<file path="src/rtl/cam_pkg.sv">
// Shared definitions for the camera capture down-sampler: storage formats,
// controller states and RGB565 field layout.
package cam_pkg;

  localparam logic [1:0] FMT_RGB332 = 2'd0;
  localparam logic [1:0] FMT_RGB444 = 2'd1;
  localparam logic [1:0] FMT_GRAY   = 2'd2;

  localparam logic [1:0] ST_IDLE    = 2'd0;
  localparam logic [1:0] ST_ARMED   = 2'd1;
  localparam logic [1:0] ST_CAPTURE = 2'd2;

  // Bit positions inside the assembled {hi, lo} RGB565 word.
  localparam int R_MSB = 15;
  localparam int R_LSB = 11;
  localparam int G_MSB = 10;
  localparam int G_LSB = 5;
  localparam int B_MSB = 4;
  localparam int B_LSB = 0;

  typedef struct packed {
    logic [4:0] r;
    logic [5:0] g;
    logic [4:0] b;
  } rgb565_t;

endpackage

</file>
<file path="src/rtl/cam_pix_convert.sv">
// Combinational RGB565 -> RGB332 / RGB444 / gray converter; result is
// right-aligned in DW bits with zero padding.
module cam_pix_convert
  import cam_pkg::*;
#(
  parameter int DW = 8
) (
  input  logic [7:0]    hi_i,
  input  logic [7:0]    lo_i,
  input  logic [1:0]    fmt_i,
  output logic [DW-1:0] pix_o
);

  logic [15:0] word;
  rgb565_t     px;
  logic [7:0]  gray;
  logic [11:0] res;

  assign word = {hi_i, lo_i};
  assign px.r = word[R_MSB:R_LSB];
  assign px.g = word[G_MSB:G_LSB];
  assign px.b = word[B_MSB:B_LSB];

  // 2R + 2G + B peaks at 219, so 8 bits never overflow.
  assign gray = {2'b00, px.r, 1'b0} + {1'b0, px.g, 1'b0} + {3'b000, px.b};

  always_comb begin
    res = '0;
    case (fmt_i)
      FMT_RGB332: res = {4'b0000, px.r[4:2], px.g[5:3], px.b[4:3]};
      FMT_RGB444: res = {px.r[4:1], px.g[5:2], px.b[4:1]};
      FMT_GRAY:   res = {4'b0000, gray};
      default:    res = '0;
    endcase
  end

  assign pix_o = DW'(res);

endmodule

</file>
<file path="src/rtl/cam_capture_ds.sv">
// OV7670 capture path: byte pairing, format conversion, 1/2 decimation and
// bounded frame-buffer addressing. CAM_CAPTURE_STATS_EN adds line statistics.
//
// state      | meaning
// ST_IDLE    | waiting for enable with VSync high
// ST_ARMED   | armed, waiting for VSync to fall
// ST_CAPTURE | frame active, ends on VSync rising
module cam_capture_ds
  import cam_pkg::*;
#(
  parameter int IMG_W   = 160,
  parameter int IMG_H   = 120,
  parameter int AW      = 15,
  parameter int DW      = 8,
  parameter int PIX_FMT = 0,
  parameter int DECIM   = 1
) (
  input  logic          Pclk,
  input  logic          rst_n,
  input  logic [7:0]    data_bus,
  input  logic          Href,
  input  logic          VSync,
  input  logic          enable,
  output logic          DP_RAM_regW,
  output logic [AW-1:0] DP_RAM_addr_in,
  output logic [DW-1:0] DP_RAM_data_in,
  output logic          frame_done,
  output logic          overflow
`ifdef CAM_CAPTURE_STATS_EN
  ,
  output logic [9:0]    line_cnt,
  output logic [9:0]    last_line_px,
  output logic          short_line
`endif
);

  localparam logic [AW-1:0] LAST_ADDR = AW'(IMG_W * IMG_H - 1);

  logic [1:0]    state_q, state_d;
  logic          vs_q;
  logic          href_q, href_d;
  logic          phase_q, phase_d;
  logic [7:0]    hi_q, hi_d;
  logic [9:0]    px_cnt_q, px_cnt_d;
  logic [9:0]    line_q, line_d;
  logic [AW-1:0] addr_q, addr_d;
  logic          full_q, full_d;
  logic          regw_q, regw_d;
  logic [AW-1:0] addr_out_q, addr_out_d;
  logic [DW-1:0] data_q, data_d;
  logic          fdone_q, fdone_d;
  logic          ovf_q, ovf_d;

  logic [DW-1:0] pix_conv;
  logic          arm_to_cap;
  logic          line_end;
  logic          line_kept;
  logic          keep;

  cam_pix_convert #(.DW(DW)) u_conv (
    .hi_i  (hi_q),
    .lo_i  (data_bus),
    .fmt_i (2'(PIX_FMT)),
    .pix_o (pix_conv)
  );

  assign arm_to_cap = (state_q == ST_ARMED) && vs_q && !VSync;
  assign line_end   = (state_q == ST_CAPTURE) && !VSync && !Href && href_q;
  assign line_kept  = (DECIM != 2) || !line_q[0];
  assign keep       = line_kept && ((DECIM != 2) || !px_cnt_q[0]);

  always_comb begin
    state_d    = state_q;
    href_d     = Href;
    phase_d    = phase_q;
    hi_d       = hi_q;
    px_cnt_d   = px_cnt_q;
    line_d     = line_q;
    addr_d     = addr_q;
    full_d     = full_q;
    regw_d     = 1'b0;
    addr_out_d = addr_out_q;
    data_d     = data_q;
    fdone_d    = 1'b0;
    ovf_d      = ovf_q;

    case (state_q)
      ST_IDLE:    if (enable && VSync) state_d = ST_ARMED;
      ST_ARMED:   if (arm_to_cap) begin
                    state_d = ST_CAPTURE;
                    ovf_d   = 1'b0;
                  end
      ST_CAPTURE: if (!vs_q && VSync) begin
                    state_d = ST_IDLE;
                    fdone_d = 1'b1;
                  end
      default:    state_d = ST_IDLE;
    endcase

    // VSync wins over Href: frame-level counters restart and nothing is written.
    if (VSync) begin
      href_d   = 1'b0;
      phase_d  = 1'b0;
      px_cnt_d = '0;
      line_d   = '0;
      addr_d   = '0;
      full_d   = 1'b0;
    end else if (state_q == ST_CAPTURE) begin
      if (Href) begin
        if (!phase_q) begin
          hi_d    = data_bus;
          phase_d = 1'b1;
        end else begin
          phase_d  = 1'b0;
          px_cnt_d = px_cnt_q + 10'd1;
          if (keep) begin
            if (full_q) begin
              ovf_d = 1'b1;
            end else begin
              regw_d     = 1'b1;
              addr_out_d = addr_q;
              data_d     = pix_conv;
              if (addr_q == LAST_ADDR) full_d = 1'b1;
              else                     addr_d = addr_q + AW'(1);
            end
          end
        end
      end else begin
        phase_d = 1'b0;
        if (line_end) begin
          line_d   = line_q + 10'd1;
          px_cnt_d = '0;
        end
      end
    end
  end

  always_ff @(posedge Pclk or negedge rst_n) begin
    if (!rst_n) begin
      state_q    <= ST_IDLE;
      vs_q       <= 1'b0;
      href_q     <= 1'b0;
      phase_q    <= 1'b0;
      hi_q       <= '0;
      px_cnt_q   <= '0;
      line_q     <= '0;
      addr_q     <= '0;
      full_q     <= 1'b0;
      regw_q     <= 1'b0;
      addr_out_q <= '0;
      data_q     <= '0;
      fdone_q    <= 1'b0;
      ovf_q      <= 1'b0;
    end else begin
      state_q    <= state_d;
      vs_q       <= VSync;
      href_q     <= href_d;
      phase_q    <= phase_d;
      hi_q       <= hi_d;
      px_cnt_q   <= px_cnt_d;
      line_q     <= line_d;
      addr_q     <= addr_d;
      full_q     <= full_d;
      regw_q     <= regw_d;
      addr_out_q <= addr_out_d;
      data_q     <= data_d;
      fdone_q    <= fdone_d;
      ovf_q      <= ovf_d;
    end
  end

  assign DP_RAM_regW    = regw_q;
  assign DP_RAM_addr_in = addr_out_q;
  assign DP_RAM_data_in = data_q;
  assign frame_done     = fdone_q;
  assign overflow       = ovf_q;

`ifdef CAM_CAPTURE_STATS_EN
  logic [9:0] last_px_q, last_px_d;
  logic [9:0] kept_px;
  logic       short_q, short_d;

  always_comb begin
    last_px_d = last_px_q;
    short_d   = short_q;
    kept_px   = (DECIM == 2) ? ((px_cnt_q + 10'd1) >> 1) : px_cnt_q;
    if (arm_to_cap) short_d = 1'b0;
    if (line_end) begin
      last_px_d = px_cnt_q;
      if (line_kept && (int'(kept_px) < IMG_W)) short_d = 1'b1;
    end
  end

  always_ff @(posedge Pclk or negedge rst_n) begin
    if (!rst_n) begin
      last_px_q <= '0;
      short_q   <= 1'b0;
    end else begin
      last_px_q <= last_px_d;
      short_q   <= short_d;
    end
  end

  assign line_cnt     = line_q;
  assign last_line_px = last_px_q;
  assign short_line   = short_q;
`endif

endmodule

</file>
<file path="config.mk">
export PLATFORM = sky130hd
export DESIGN_NAME = cam_capture_ds
export DESIGN_NICKNAME = d
export VERILOG_FILES = /design/src/rtl/cam_pkg.sv /design/src/rtl/cam_pix_convert.sv /design/src/rtl/cam_capture_ds.sv
export SDC_FILE = /design/constraint.sdc
export NUM_CORES = 1
export LEC_CHECK = 0
export CORE_MARGIN = 1
export CORE_UTILIZATION = 45
export DETAILED_ROUTE_END_ITERATION = 6
export PLACE_DENSITY_LB_ADDON = 0.3
export SETUP_SLACK_MARGIN = 0.02
export SLEW_MARGIN = 20
export SYNTH_ARGS = -nofsm -noshare
export SYNTH_HDL_FRONTEND = slang
export SYNTH_HIERARCHICAL = 1
export SYNTH_SLANG_ARGS = --single-unit
</file>
<file path="constraint.sdc">
create_clock -name Pclk -period 1.8 [get_ports Pclk]
set_input_delay 0.36 -clock Pclk [delete_from_list [all_inputs] [get_ports Pclk]]
set_output_delay 0.36 -clock Pclk [all_outputs]
set_load 0.02 [all_outputs]
</file>
# Word-level counts from Yosys, hierarchy flattened
# Index checks and enable logic that the tools add are counted.
classes:
  n_addsub: 1
  multipliers: 0
  n_div: 0
  n_lt_le_gt_ge: 0
  n_eq_ne: 8
  n_shift: 0
  n_mux: 34
  n_bitwise: 3
  n_reduce_logical: 15
op_table:
  columns: ["operator", "count"]
  rows:
  - ["15-bit 2-to-1 mux", 6]
  - ["1-bit 2-to-1 mux", 24]
  - ["15-bit by 1-bit adder with 15-bit output (second input constant)", 1]
  - ["15-bit equality test (second input constant)", 1]
  - ["2-bit != test (second input constant)", 5]
  - ["5-bit AND reduction", 2]
  - ["2-bit 2-to-1 mux", 3]
  - ["2-bit one-hot mux with 3 select lines", 1]
  - ["3-bit AND reduction", 2]
  - ["2-bit nonzero test", 3]
  - ["1-bit logical AND", 4]
  - ["4-bit AND reduction", 1]
  - ["1-bit inverter", 3]
  - ["2-bit by 1-bit equality test with 1-bit output (second input constant)", 1]
  - ["2-bit equality test (second input constant)", 1]
  - ["1-bit zero test", 2]
  - ["2-bit zero test", 1]
totals:
  register_bits: 54
  latch_bits: 0
  mem_bits_rw: 0
  rom_bits: 0
  input_bits: 13
  elab_cells: 72
  mem_count: 0

# Depth between registers and ports, before layout
depth:
  word_depth: 10
  mapped_depth: 10

# By module
# The synthesis kept the hierarchy.
modules_own_cells:
  columns: ["mod", "n_inst", "cells_each", "area_each_um2"]
  rows:
  - ["cam_capture_ds", 1, 186, 2362.3]
  - ["cam_pix_convert", 1, 60, 459.2]

# Worst setup path after synthesis
# Ideal clock, no wire load.
synth_path:
  kind: "register -> register"
  from: "register addr_q[0]"
  to: "register addr_q[7]"
  t_arrival_ns: 1.656
  t_required_ns: 1.722
  slack_ns: 0.066
  stages_incl_launch_ff: 6
  path_cell_list: "dfrtp_1 -> ha_1 -> and3_1 -> and4bb_2 -> or4_1 -> a21oi_1"
synth_via:
  elab_chain_len: 7
  elab_cells_between_ends: 10
  classes_between: "add/sub: 1; eq/ne: 2; mux: 6; reduce/logical: 1"
synth_rtl:
  columns: ["element", "line_no", "text"]
  rows:
  - ["start: declaration", "cam_capture_ds.sv:46", "logic [AW-1:0] addr_q, addr_d;"]
  - ["start signal: assignment", "cam_capture_ds.sv:162", "addr_q <= addr_d;"]
  - ["15-bit by 1-bit adder with 15-bit output", "cam_capture_ds.sv:124", "else addr_d = addr_q + AW'(1);"]
  - ["15-bit 2-to-1 mux", "cam_capture_ds.sv:123", "if (addr_q == LAST_ADDR) full_d = 1'b1;"]
  - ["15-bit 2-to-1 mux", "cam_capture_ds.sv:117", "if (full_q) begin"]
  - ["15-bit 2-to-1 mux", "cam_capture_ds.sv:110", "if (!phase_q) begin"]
  - ["15-bit 2-to-1 mux", "cam_capture_ds.sv:109", "if (Href) begin"]
  - ["15-bit 2-to-1 mux", "cam_capture_ds.sv:108", "end else if (state_q == ST_CAPTURE) begin"]
  - ["15-bit 2-to-1 mux", "cam_capture_ds.sv:101", "if (VSync) begin"]
# Parallel ways exist; a longest one is shown, timed or not. The select of a mux whose other input is x is not followed.
# A chain may end at the register's enable or synchronous reset.

# Final worst setup path
layout_path:
  from: "register addr_q[12]"
  to: "register addr_q[10]"
layout_via:
  elab_chain_len: 3
layout_rtl:
  columns: ["element", "line_no"]
  rows:
  - ["15-bit equality test", "cam_capture_ds.sv:123"]
  - ["2-bit != test (no line)", null]
  - ["5-bit AND reduction (no line)", null]
# No other way between the ends.

==> impl_summary.txt <==
----------------------------------------------------
[Run status]
  Outcome ... finished, final reports clean

[Global routing]
  Number of global-route vias before repair ... a little over 2000
  Routing usage on met1 ... a little over a quarter
  Pin count of the biggest net entering global routing ... 55
  Antenna violations before repair ... 0
  Met2 layer usage reported by global route ... between 30% and 40%
  Met3 usage ... between 4 and 5%
  Routing layer with the top usage in global route ... met2
  First-pass GRT wire length ... between 9000 and 10000 µm
  Global-route total usage across every layer ... about a fifth
  Total grt overflow ... 0

[Routing]
  Mean routed wirelength per cell ... between 15 and 20 µm
  Detailed-routing iteration count for the pre-antenna-repair pass ... 4
  Antenna-violating nets left ... 0
  Via density ... around 5.6
  Total vias in the final route ... 2203
  Number of DRC markers after the initial detailed-route iteration ... approximately 120
  Residual DRC count ... 0
  Wirelength, routed ... slightly above 6000 µm

[Logic synthesis]
  Top cells by area, synth ... sky130_fd_sc_hd__dfrtp_1 48%, sky130_fd_sc_hd__mux2_2 11%, sky130_fd_sc_hd__a21oi_1 3.5%, sky130_fd_sc_hd__fa_1 3.5%, sky130_fd_sc_hd__ha_1 3.1%
  Dominant synthesized flop cell ... sky130_fd_sc_hd__dfrtp_1
  Count of flip-flops with a built-in enable after synthesis ... 0
  Syn Area/Cell ... 11.5 µm²
  Async SR Flop Fraction ... 100%
  Cell area after synthesis ... ~0.0028 mm²
  Number of standard cells after synthesis ... ~250
  Count of different cell masters after synthesis ... 48
  Sequential cell area fraction in the yosys report ... around 48%
  List of most frequent post-synthesis cells ... 54 x sky130_fd_sc_hd__dfrtp_1, 27 x sky130_fd_sc_hd__mux2_2, 20 x sky130_fd_sc_hd__a21oi_1
  Synthesis Warnings ... 6
  Portion of synthesized cell area occupied by the leading cell type ... a little under half
  Most common cell in the synthesized netlist ... sky130_fd_sc_hd__dfrtp_1
  Synthesis-stage register bit count ... between 50 and 60
  Library cell with the largest summed area after synthesis ... sky130_fd_sc_hd__dfrtp_1

[Worst setup path]
  Crit path max fanout ... 5
  Worst setup EP type ... register
  Data required time of the worst path ... roughly 2.0 ns
  Slack of the worst reg-to-reg path ... 0.06 ns
  Max stage delay on crit path ... around 0.45 ns
  Critical path startpoint category ... register
  Data arrival time of the critical path ... approximately 1.9 ns
  Worst Path Class, Setup ... register to register
  Max stage delay cell, worst path ... sky130_fd_sc_hd__or3b_1
  Critical-path cell list ... or3b_1 -> nor2_2 -> nor4_4 -> mux2_1

[Worst hold path]
  Hold/Removal Path Class ... input pin to async pin

[STA]
  Period minus WS final ... around 1.7 ns
  Number of failing setup endpoints in the final timing report ... 0
  Setup Skew ... between 0.002 and 0.0025 ns
  Final-layout setup total negative slack ... 0 ns
  Count of endpoints failing hold in the final timing report ... 0
  Achievable frequency ... ~570 MHz
  Number of pins with negative max-slew slack in the final report ... 0
  Post-route fraction of the period consumed by the critical path ... 96.7%
  Setup repair after global routing missed its margin ... true

[Floorplanning]
  Count of pins on the block boundary ... 39
  Height of the die ... between 80 and 90 µm
  Initial core utilization ... between 40% and 50%
  Overall die area ... roughly 0.0066 mm²
  Placeable core area ... ~0.006 mm²
  Die extent in x ... about 80 µm
  Row count ... 28

[Final layout]
  Net count of the finished layout ... approximately 350
  Post-route cell area ... around 0.0037 mm²
  Fill cell count ... 499
  Fraction of layout instances using a drive strength above 1 ... 28.7%
  Number of antenna cells inserted ... 0
  Area delta synth->final ... 32.1%

[Power]
  Internal cell power ... around 2.2 mW
  Worst IR Drop VDD ... roughly 510 µV
  Sequential fraction of design power ... 45.8%
  Static leakage ... about 1.7 nW
  Switching part of the total power ... a little under a third
  Power density normalized to cell area ... between 800 and 900 mW/mm²
  Switching power ... a little over 1 mW
  Portion of total power attributed to the clock network ... ~22%
  Fraction of power consumed by combinational cells ... between 30% and 40%

[Clocking]
  Hold_buf cts ... 0
  Clock root cell ... sky130_fd_sc_hd__clkbuf_8
  Number of levels the H-tree was split into ... 2
  Clock buffers created by TritonCTS ... 5
  Bufs on Longest Clock Path ... 2
  CTS tree ... built
  Clock latency on the worst-skew pair ... ~0.30 ns
  Clock transition at path regs ... about 0.09 ns
  CTS sink cnt ... 54

[Placement]
  Placer Congestion ... 0.795
  Buffers added on ports ... 38
  Standard cell area after detailed placement ... between 0.003 and 0.004 mm²
  Final HPWL from detailed placement ... roughly 4100 µm

[Run]
  Max-Cap Viols ... 0

----------------------------------------------------
[power by group through the flow]
stage | clock [mW] | sequential (mW) | combinational, mW
after floorplan | 0 | 1.45 | 0.737
after global placement | 0 | 1.46 | 0.965
after detailed placement | 0 | 1.47 | 0.999
after CTS | 0.722 | 1.45 | 1.01
after global routing | 0.772 | 1.47 | 1.14
final | 0.695 | 1.45 | 1.02
[critical path, delay by kind of cell (launching register included)]
family	cells	cell delay, ns
and+or+nand+nor	3	0.92
muxes	1	0.33
DFF	1	0.38
[flip-flops by register name, indices dropped and copies added, names as in the netlist]
register	flops
DP_RAM_addr_in	15
DP_RAM_data_in	8
DP_RAM_regW	1
addr_q	15
frame_done	1
full_q	1
hi_q	8
overflow	1
phase_q	1
state_q	2
vs_q	1
[kinds of logic after synthesis]
| kind of cell | count (synthesis) | share of synthesized area [%] |
|---|---|---|
| adders and majority gates | 12 | 6.65 |
| AOI/OAI and AO/OA | 47 | 9.98 |
| other | 1 | 0.133 |
| muxes | 36 | 14.3 |
| buffers and inverters | 20 | 3.59 |
| DFF | 54 | 47.9 |
| and+or+nand+nor | 73 | 16.5 |
| xor gates and xnor gates | 3 | 0.931 |
[cell type report]
class | count | area (µm²) | share of cell area (%)
Multi-Input combinational cell | 182 | 1540 | 41.3
Clock inverter | 1 | 5.00 | 0.134
Inverter | 9 | 33.8 | 0.907
Timing Repair Buffer | 68 | 616 | 16.5
Clock buffer | 7 | 86.3 | 2.32
Tap cell | 75 | 93.8 | 2.52
Sequential cell | 54 | 1350 | 36.3
[path summary, 6_finish.rpt]
kind / from / to / depth (start not counted)
max: addr_q[12] / addr_q[10] / 4
min: rst_n / DP_RAM_addr_in[5] / 2
max reg2reg: addr_q[12] / addr_q[10] / 4
min reg2reg: hi_q[4] / hi_q[4] / 1
max in group asynchronous: rst_n / hi_q[4] / 2
min in group Pclk: hi_q[4] / hi_q[4] / 1
[per-layer routing]
metal | routed length [µm] | vias up
met2 | 2980 | 47
met1 | 2900 | 1096
met5 | 0 | -
met3 | 249 | 6
met4 | 74 | 0
li1 | - | 1054
[placed cells by master, fill, tap and decap left out, types with 7 or more instances in the layout]
master,n
sky130_fd_sc_hd__dfrtp_1,54
sky130_fd_sc_hd__clkdlybuf4s50_1,36
sky130_fd_sc_hd__buf_4,29
sky130_fd_sc_hd__mux2_2,27
sky130_fd_sc_hd__a21oi_1,17
sky130_fd_sc_hd__nor2_1,12
sky130_fd_sc_hd__o31ai_1,10
sky130_fd_sc_hd__nand2_1,10
sky130_fd_sc_hd__inv_1,9
sky130_fd_sc_hd__conb_1,8
sky130_fd_sc_hd__or4_1,7
sky130_fd_sc_hd__o21ai_0,7
[through the flow]
stage / setup slack, ns / utilization [%] / hold slack [ns] / std cells / total power, mW
finish: 0.0598 / 62.2 / 0.0410 / 396 / 3.16
floorplan: 0.0655 / - / 0.0644 / 253 / 2.19
CTS: 0.0227 / 59.9 / 0.0456 / 390 / 3.18
global placement: -0.290 / 57.9 / 0.376 / 382 / 2.43
global route: -0.0318 / 62.2 / 0.0625 / 396 / 3.38
detailed placement: -0.350 / 57.9 / 0.382 / 382 / 2.47
[timing repair]
item,4_1_cts,5_1_grt
setup endpoints to repair,6,21
cloned,0,3
pin swaps,1,5
buffers inserted,0,3
resized for setup,5,18
(Power assumes the default switching activity.)
